===== config.mk =====
export PLATFORM = sky130hd
export DESIGN_NAME = pico_s2p_regfile
export DESIGN_NICKNAME = d
export VERILOG_FILES = /design/src/rtl/psec5_cfg_pkg.sv /design/src/rtl/s2p_byte_shifter.sv /design/src/rtl/pico_s2p_regfile.sv
export SDC_FILE = /design/constraint.sdc
export NUM_CORES = 1
export LEC_CHECK = 0
export CORE_MARGIN = 1.5
export CORE_UTILIZATION = 53
export CTS_CLUSTER_SIZE = 20
export DETAILED_ROUTE_END_ITERATION = 7
export PLACE_DENSITY = 0.86
export SYNTH_ARGS = -nofsm -noshare
export SYNTH_HDL_FRONTEND = slang
export SYNTH_HIERARCHICAL = 1
export SYNTH_SLANG_ARGS = --single-unit

===== constraint.sdc =====
create_clock -name sclk -period 6.14 [get_ports sclk]
set_clock_uncertainty 0.15 [all_clocks]
set_input_delay 0.614 -clock sclk [delete_from_list [all_inputs] [get_ports sclk]]
set_output_delay 0.614 -clock sclk [all_outputs]
set_load 0.1 [all_outputs]

===== src/rtl/psec5_cfg_pkg.sv =====
// Shared config-interface definitions: register count, reserved address and the
// PICO deserialiser state type (also imported by the POCI readback mux).
package psec5_cfg_pkg;

    localparam int NUM_REGS = 59;
    localparam logic [7:0] ADDR_RESERVED = 8'd0;

    typedef enum logic {ST_ADDR, ST_DATA} pico_state_t;

    // True when a data byte may land at address a of a bank of n registers.
    function automatic logic addr_legal(input logic [7:0] a, input int n);
        return (a != ADDR_RESERVED) && (int'(a) <= n);
    endfunction

endpackage


===== src/rtl/s2p_byte_shifter.sv =====
// LSB-first serial-to-parallel shifter: collects 8 bits while sel is high and
// flags the edge on which the 8th bit arrives.
module s2p_byte_shifter (
    input  logic       sclk,
    input  logic       rstn,
    input  logic       sel,
    input  logic       pico,
    output logic [7:0] byte_o,
    output logic       byte_done_o
);

    logic [7:0] shift_q, shift_d;
    logic [2:0] bit_cnt_q, bit_cnt_d;

    always_comb begin
        shift_d   = shift_q;
        bit_cnt_d = bit_cnt_q;
        if (!sel) begin
            bit_cnt_d = 3'd0;
        end else begin
            shift_d   = {pico, shift_q[7:1]};
            bit_cnt_d = bit_cnt_q + 3'd1;
        end
    end

    always_ff @(posedge sclk or negedge rstn) begin
        if (!rstn) begin
            shift_q   <= 8'd0;
            bit_cnt_q <= 3'd0;
        end else begin
            shift_q   <= shift_d;
            bit_cnt_q <= bit_cnt_d;
        end
    end

    // The completed byte includes the bit currently on the wire.
    assign byte_o      = {pico, shift_q[7:1]};
    assign byte_done_o = sel && (bit_cnt_q == 3'd7);

endmodule


===== src/rtl/pico_s2p_regfile.sv =====
// PICO write path: first byte of a frame sets the address, following bytes are
// written into the register bank (optionally auto-incrementing the address).
module pico_s2p_regfile
    import psec5_cfg_pkg::*;
#(
    parameter int NUM_REGS = psec5_cfg_pkg::NUM_REGS,
    parameter bit AUTO_INC = 1'b1
) (
    input  logic                  sclk,
    input  logic                  rstn,
    input  logic                  sel,
    input  logic                  pico,
    output logic [NUM_REGS*8-1:0] regs_flat,
    output logic [7:0]            cur_addr,
    output logic                  wr_en,
    output logic [7:0]            wr_addr,
    output logic [7:0]            wr_data,
    output logic                  addr_err,
    output pico_state_t           dbg_state
);

    logic [7:0]  rx_byte;
    logic        byte_done;
    pico_state_t state_q;
    logic [7:0]  cur_addr_q;
    logic        wr_en_q;
    logic [7:0]  wr_addr_q;
    logic [7:0]  wr_data_q;
    logic        addr_err_q;
    logic        cur_legal;
    logic        do_write;

    s2p_byte_shifter u_shifter (
        .sclk       (sclk),
        .rstn       (rstn),
        .sel        (sel),
        .pico       (pico),
        .byte_o     (rx_byte),
        .byte_done_o(byte_done)
    );

    assign cur_legal = addr_legal(cur_addr_q, NUM_REGS);
    assign do_write  = byte_done && (state_q == ST_DATA) && cur_legal;

    // The address only advances on a committed write, so a burst running off
    // the end parks at NUM_REGS+1 and every further byte is flagged and dropped.
    always_ff @(posedge sclk or negedge rstn) begin
        if (!rstn) begin
            state_q    <= ST_ADDR;
            cur_addr_q <= 8'd0;
            wr_en_q    <= 1'b0;
            wr_addr_q  <= 8'd0;
            wr_data_q  <= 8'd0;
            addr_err_q <= 1'b0;
        end else if (!sel) begin
            state_q <= ST_ADDR;
            wr_en_q <= 1'b0;
        end else begin
            wr_en_q <= 1'b0;
            if (byte_done) begin
                case (state_q)
                    ST_ADDR: begin
                        cur_addr_q <= rx_byte;
                        state_q    <= ST_DATA;
                    end
                    ST_DATA: begin
                        if (cur_legal) begin
                            wr_en_q   <= 1'b1;
                            wr_addr_q <= cur_addr_q;
                            wr_data_q <= rx_byte;
                            if (AUTO_INC && (cur_addr_q != 8'hFF)) begin
                                cur_addr_q <= cur_addr_q + 8'd1;
                            end
                        end else begin
                            addr_err_q <= 1'b1;
                        end
                    end
                    default: state_q <= ST_ADDR;
                endcase
            end
        end
    end

    for (genvar k = 1; k <= NUM_REGS; k++) begin : g_reg
        logic [7:0] r_q;

        always_ff @(posedge sclk or negedge rstn) begin
            if (!rstn) begin
                r_q <= 8'd0;
            end else if (do_write && (cur_addr_q == 8'(k))) begin
                r_q <= rx_byte;
            end
        end

        assign regs_flat[8*k-1 -: 8] = r_q;
    end

    assign cur_addr  = cur_addr_q;
    assign wr_en     = wr_en_q;
    assign wr_addr   = wr_addr_q;
    assign wr_data   = wr_data_q;
    assign addr_err  = addr_err_q;
    assign dbg_state = state_q;

endmodule


# Word-level counts from Yosys, hierarchy flattened
# Cells that the tools add are included.
# word_totals
regBits,510
out_inout_bits,499
# op_classes
add_sub_neg,2
order_cmp,1
n_eq_ne,64
mux,10
n_bitwise,2
n_reduce_logical,67
# ops
operator,count
$eq 8x6->1 const B,28
$eq 8x5->1 const B,16
$eq 8x4->1 const B,8
$logic_and 1x1->1,63
$eq 8x3->1 const B,4
$eq 8x2->1 const B,2
$mux 8,2
$pmux 8 s2,1
$reduce_and 4->1,3
$add 8x1->8 const B,1
$eq 8x1->1 const B,1
$le 8x6->1 const B,1
$ne 8x8->1 const B,1
$reduce_bool 8->1,1
$mux 1,6
$ne 2x1->1 const B,3
$add 3x1->3 const B,1
$eq 3x3->1 const B,1
$mux 3,1
$not 1->1,2

# Depth between registers and ports, before layout
# depth
depth_word,6
ltp_mapped,10
ltp_nobuf,7

# Modules after synthesis
# The synthesis kept the hierarchy.
# by_module_without_submodules
module,instances,cells_each,area_per_inst_um2,seq_area_each_um2
pico_s2p_regfile,1,1196,19321.0,12487.0
s2p_byte_shifter,1,25,420.4,250.2

# Worst setup path after synthesis
# OpenSTA, ideal clock, no wires.
# synth_path
path_kind,reg2reg
start,reg cur_addr_q[0] (netlist: cur_addr[0])
end,reg wr_addr_q[3] (netlist: wr_addr[3])
setup_time_ps,126
arrival_time_ps,2572
setup_slack_ps,3292
path_stages_with_launch,8
n_path_buf,1
period_less_slack_ps,2848
cell_sequence,dfrtp_1 > inv_1 > ha_1 > or3b_2 > o211ai_2 > nor2_2 > buf_6 > mux2_2
# synth_via
elab_chain_cells,3
# synth_rtl
item,line,rtl
start: declaration,pico_s2p_regfile.sv:25,logic [7:0] cur_addr_q;
start signal: assignment,pico_s2p_regfile.sv:63,cur_addr_q <= rx_byte;
start signal: assignment,pico_s2p_regfile.sv:72,cur_addr_q <= cur_addr_q + 8'd1;
$le 8x6->1 / $reduce_bool 8->1 (equally long branches),psec5_cfg_pkg.sv:12,return (a != ADDR_RESERVED) && (int'(a) <= n);
$logic_and 1x1->1 *,psec5_cfg_pkg.sv:12,
$reduce_and 4->1 (no line) *,-,
end signal: assignment,pico_s2p_regfile.sv:69,wr_addr_q <= cur_addr_q;
end: declaration,pico_s2p_regfile.sv:27,logic [7:0] wr_addr_q;
# Every way passes the cells marked *; elsewhere a longest branch is shown, timed or not.
# A chain may end at the register's enable or synchronous reset.

# Worst setup path in the final report
# layout_path
start,in sel
end,reg g_reg[47].r_q[6]
# layout_via
elab_chain_cells,4
# layout_rtl
item,line,rtl
start: declaration,pico_s2p_regfile.sv:11,"input logic sel,"
$logic_and 1x1->1,s2p_byte_shifter.sv:38,assign byte_done_o = sel && (bit_cnt_q == 3'd7);
via byte_done,pico_s2p_regfile.sv:23,logic byte_done;
$logic_and 1x1->1 (2 in a row),pico_s2p_regfile.sv:43,assign do_write = byte_done && (state_q == ST_DATA) && cur_legal;
$logic_and 1x1->1,pico_s2p_regfile.sv:90,end else if (do_write && (cur_addr_q == 8'(k))) begin
end signal: assignment,pico_s2p_regfile.sv:91,r_q <= rx_byte;
end: declaration,pico_s2p_regfile.sv:85,logic [7:0] r_q;
# The timed path passes the listed nets, and every way through them passes these cells.

==> flow_summary.toml <==
[yosys]
yosys.area_share.xor_xnor = 0
mappedNetlistNets = 1231
syn_inst = 1221
synth.distinct_cells = 43
yosys_warnings = 6
synth-simple-area-share = 0.0404
synth-seq-area-share = 0.645
synth_edf_count = 0
synth-compound-area-share = 0.00627
synthTopCellsByCount = "dfrtp_1, mux2_2, clkbuf_1, buf_2, nand3_2"
synth_top_family_by_area = "multiplexers"
synthMuxAreaShare = 0.284
synth_seq_cells = 509
synth-main-ff-cell = "dfrtp_1"
synth_fa_ha_area_frac = 0.00380
syn-mean-instance-area_um2 = 16.2
yosysMostFrequentCell = "dfrtp_1"
synth_area_mm2 = 0.0197
yosys.area.top_type = "dfrtp_1"
synthTopCellsByArea = "dfrtp_1, mux2_2, clkbuf_1, nand3_2, nand3_4"
synthArstFlopShare = 1.00
synth_top_cell_area_share = 0.645

[timing]
maxSlewViolCount = 0
fmax_ghz = 0.267
finalCriticalPeriod_ns = 3.74
tightest_slew_ns = 1.20
setup_viol = 0
rsz0062_at_grt = "no"
hold_ws_ns = 0.299
period_share = 0.609
relSlewSlack = 0.198
hold_viol_final = 0
tns_ns = 0

[pwr]
comb_power_share = 0.058
pwr_density_cell_mw_per_mm2 = 267
ir_drop_mv = 0.266
p_seq_frac = 0.485
clockPowerShare = 0.457
p_int_mw = 5.44
power_leakage_nw = 13.0
switching_share = 0.244
power.switching_mw = 1.76

[finish]
n_antenna_cell = 0
area_growth_pct = 36.5
layout-drive-gt1-share = 0.371
num-nets-final = 1716

[clock_network]
cts_tree = "built"
clk_root_buffer_cell = "clkbuf_16"
cts_inserted_buffers = 51
hold_buffers = 1
path_clk_slew_ns = 0.06
clock-sinks = 509
insertion_delay_ns = 0.59
max-clock-path-buffers = 3
post_cts_buffers = 0
cts_resized = 0
h-tree-depth = 2

[floorplanning]
ioPinCount = 503
chipWidth_um = 196
die_area_mm2 = 0.0384
die_y_um = 196
num_rows = 70
start_util = 0.539
coreArea_mm2 = 0.0366

[place]
finalWeightedCongestion = 0.791
dp_hpwl_um = 37000
portBuffers = 502

[critical_path]
endpoint_kind = "flip-flop"
worstSetupPathType = "primary input to flip-flop"
critical_path.top_delay_family = "simple AND/OR/NAND/NOR gates"
max_stage_delay_ns = 0.94
critical-path-slowest-cell = "nor3b_4"
crit_arrival_ns = 4.07
critical_path.max_fanout = 16
cp.buffers_inverters = 1
path_cells = "clkdlybuf4s50_1, and2_1, nand4bb_1, nor3b_4, nand3_1, mux2_2"
worst_setup_path_start_kind = "primary input"
worst_ep_required_time_ns = 6.47

[global_route]
grt.total_usage = 0.301
grt_pass1_vias = 13600
antenna_found_initial = 0
grt_overflow = 0
grt_max_degree = 193
grt_pass1_wl_um = 86000

[drt]
viasPerCell = 5.60
num_vias = 12400
firstDrtPassIters = 4
wire_per_inst_um = 25.8
postRouteAntennaNets = 0
routed_wirelength_um = 57300
drt_iter0_drc = 508
drc_errors = 0

[flow_run]
maxCapViolations = 0

[min_path]
hp-class = "flip-flop to flip-flop"

[outcome]
outcome = "finished, final reports clean"
## cell type report
| type | instances | area, um2 |
|---|---|---|
| Multi-Input combinational cell | 622 | 6620 |
| Inverter | 2 | 7.51 |
| Clock buffer | 76 | 1510 |
| Fill cell | 2252 | 9660 |
| Sequential cell | 509 | 12700 |
| Clock inverter | 19 | 292 |
| Tap cell | 468 | 586 |
| Timing Repair Buffer | 520 | 5190 |
## metrics by stage
stage	cell area, um2	total power [mW]	utilization	std cells	setup slack, ns
5_1_grt	26900	7.44	0.736	2216	2.21
6_report	26900	7.20	0.736	2216	2.40
4_1_cts	26900	7.26	0.736	2216	2.44
3_3_place_gp	25100	3.97	0.687	2120	1.90
2_1_floorplan	19700	3.70	-	1221	3.29
3_5_place_dp	25100	3.98	0.687	2120	1.80
## cells by family (layout without fill, tap and decap cells)
| group | Yosys count | after routing |
|---|---|---|
| buffers and inverters | 90 | 617 |
| and+or+nand+nor | 103 | 103 |
| muxes | 496 | 496 |
| adders and majority gates | 6 | 6 |
| DFF | 509 | 509 |
| AOI/OAI and AO/OA | 17 | 17 |
## cells in the final DEF (no fill, tap or decap), types with 8 or more instances in the layout
cell type        instances
and2_1                   9
and3_1                  15
buf_4                   15
clkbuf_1                12
clkbuf_16               52
clkbuf_8                12
clkdlybuf4s50_1        500
clkinv_2                 8
dfrtp_1                502
mux2_2                 489
nand2_1                 11
nand3_1                  9
nand3_2                 16
## flip-flops by register name (all words and copies together) (netlist names)
| name | count |
|---|---|
| wr_en | 1 |
| u_shifter/bit_cnt_q | 3 |
| cur_addr | 8 |
| g.r_q | 472 |
| u_shifter/shift_q | 7 |
| wr_addr | 8 |
| dbg_state | 1 |
| wr_data | 8 |
| addr_err | 1 |
## power by group through the flow
stage               clock (mW)  combinational, mW  sequential (mW)
floorplan                    0              0.218             3.48
global placement             0              0.418             3.56
detailed placement           0              0.425             3.55
CTS                       3.35              0.424             3.49
global route              3.49              0.450             3.50
finish                    3.29              0.418             3.49
## metal layers
layer / GRT usage / routed length (um)
met1: 0.363 / 22000
met2: 0.501 / 28000
met3: 0.0866 / 4670
met4: 0.140 / 2640
met5: 0 / 0
## path summary, 6_finish.rpt
check / from / to / slack [ns] / cells past startpoint
min in group asynchronous: rstn / g_reg[55].r_q[6]$_DFFE_PN0P_ / 0.44 / 2
setup reg to reg: cur_addr[1]$_DFFE_PN0P_ / g_reg[48].r_q[6]$_DFFE_PN0P_ / 2.63 / 6
setup / recovery: sel / g_reg[47].r_q[6]$_DFFE_PN0P_ / 2.40 / 6
hold reg to reg: u_shifter/bit_cnt_q[0]$_DFF_PN0_ / u_shifter/bit_cnt_q[0]$_DFF_PN0_ / 0.30 / 1
max in group asynchronous: rstn / g_reg[18].r_q[1]$_DFFE_PN0P_ / 3.95 / 3
hold / removal: u_shifter/bit_cnt_q[0]$_DFF_PN0_ / u_shifter/bit_cnt_q[0]$_DFF_PN0_ / 0.30 / 1
No activity file was read; power rests on OpenSTA's default activity.
==> variant: new RTL, same settings <==
Take the reset off `shift_q` and load it in a clocked block of its own.
--- a/src/rtl/s2p_byte_shifter.sv
+++ b/src/rtl/s2p_byte_shifter.sv
@@ -26,10 +26,12 @@
     always_ff @(posedge sclk or negedge rstn) begin
         if (!rstn) begin
-            shift_q   <= 8'd0;
             bit_cnt_q <= 3'd0;
         end else begin
-            shift_q   <= shift_d;
             bit_cnt_q <= bit_cnt_d;
         end
+    end
+
+    always_ff @(posedge sclk) begin
+        shift_q <= shift_d;
     end
 
Check against the original RTL: no difference found for any inputs over 10 cycles, from zero or initial values and one cycle with rstn low; that may be too few to reach the edited logic, so the function may still have changed.
==> variant against the original RTL <==
Setup slack worse by 320 ps. Area after synthesis fell by 0.38%. Wire length fell by 0.16%. Cell area is 0.82% lower. Sequential cell count stayed put. Highest routed layer unchanged. Largest power group unchanged. Power decreased by 7.2%. Utilization down 0.60 points. Hold slack better by 6.1 ps.
==> variant: results (changes against the original RTL) <==
Syn Area/Cell=16.2 um^2 (about the same); Finished Layout Cells=2209 (was 2216); detailed router's first-iteration violation count=524 (was 508); first-pass GRT wire length=86100 um (was 86000 um); Worst R2R Start=u_shifter/bit_cnt_q[0]$_DFF_PN0_ (was cur_addr[1]$_DFFE_PN0P_); worst-case vdd ir drop=228 uV (was 266 uV); pin count of the biggest net entering global routing=186 (was 193); adder-cell share of the synthesized area=0.382% (was 0.380%); FMAX=0.246 GHz (was 0.267 GHz); EDFF count, synth=7 (was 0); Async SR Flop Fraction=98.6% (was 100%); Fillers=2274 (was 2252); Final HPWL DP=36200 um (was 37000 um); met3 wire length=4780 um (was 4670 um); sequential area share after synthesis=64.9% (was 64.5%); Worst path max stage delay=1190 ps (was 940 ps); crit-path max FO=14 (was 16); placed instance area=25100 um^2 (about the same); net count after synthesis=1223 (was 1231); Flop pwr share=50.8% (was 48.5%); combinational cell power=0.257 mW (was 0.418 mW); Pleak=12.9 nW (was 13.0 nW); R2R Setup Slk=2370 ps (was 2630 ps); status=completed (unchanged); Metal-1 WL=22200 um (was 22000 um); Max stage delay cell, worst path=nor4_2 (was nor3b_4)
[variant: final cells by class]
cell class | count | area, um^2 | area share, %
Antenna cell | 1 | 2.50 | 0.00936
Clock buffer | 75 | 1500 | 5.60
Clock inverter | 18 | 148 | 0.552
Inverter | 2 | 7.51 | 0.0281
Multi-Input combinational cell | 615 | 6520 | 24.4
Sequential cell | 509 | 12800 | 47.8
Tap cell | 468 | 586 | 2.19
Timing Repair Buffer | 521 | 5190 | 19.4
[variant: metal layers]
metal / vias to the layer above / global-route usage, %
met5: - / 0
met4: 0 / 14.4
met3: 134 / 8.60
met2: 538 / 49.1
met1: 6516 / 37.7
li1: 5276 / -
[variant: cell families (layout without fill, tap and decap cells)]
kind of cell               Yosys count  count (layout)
DFF                                509             509
muxes                              489             489
and+or+nand+nor                    103             103
buffers and inverters               89             616
AOI/OAI and AO/OA                   17              17
adders and majority gates            6               6
other                                0               1
[variant: what timing repair did]
action	4_1_cts	5_1_grt
resized for setup	0	0
endpoints found under the hold margin	85	0
hold buffers	1	0
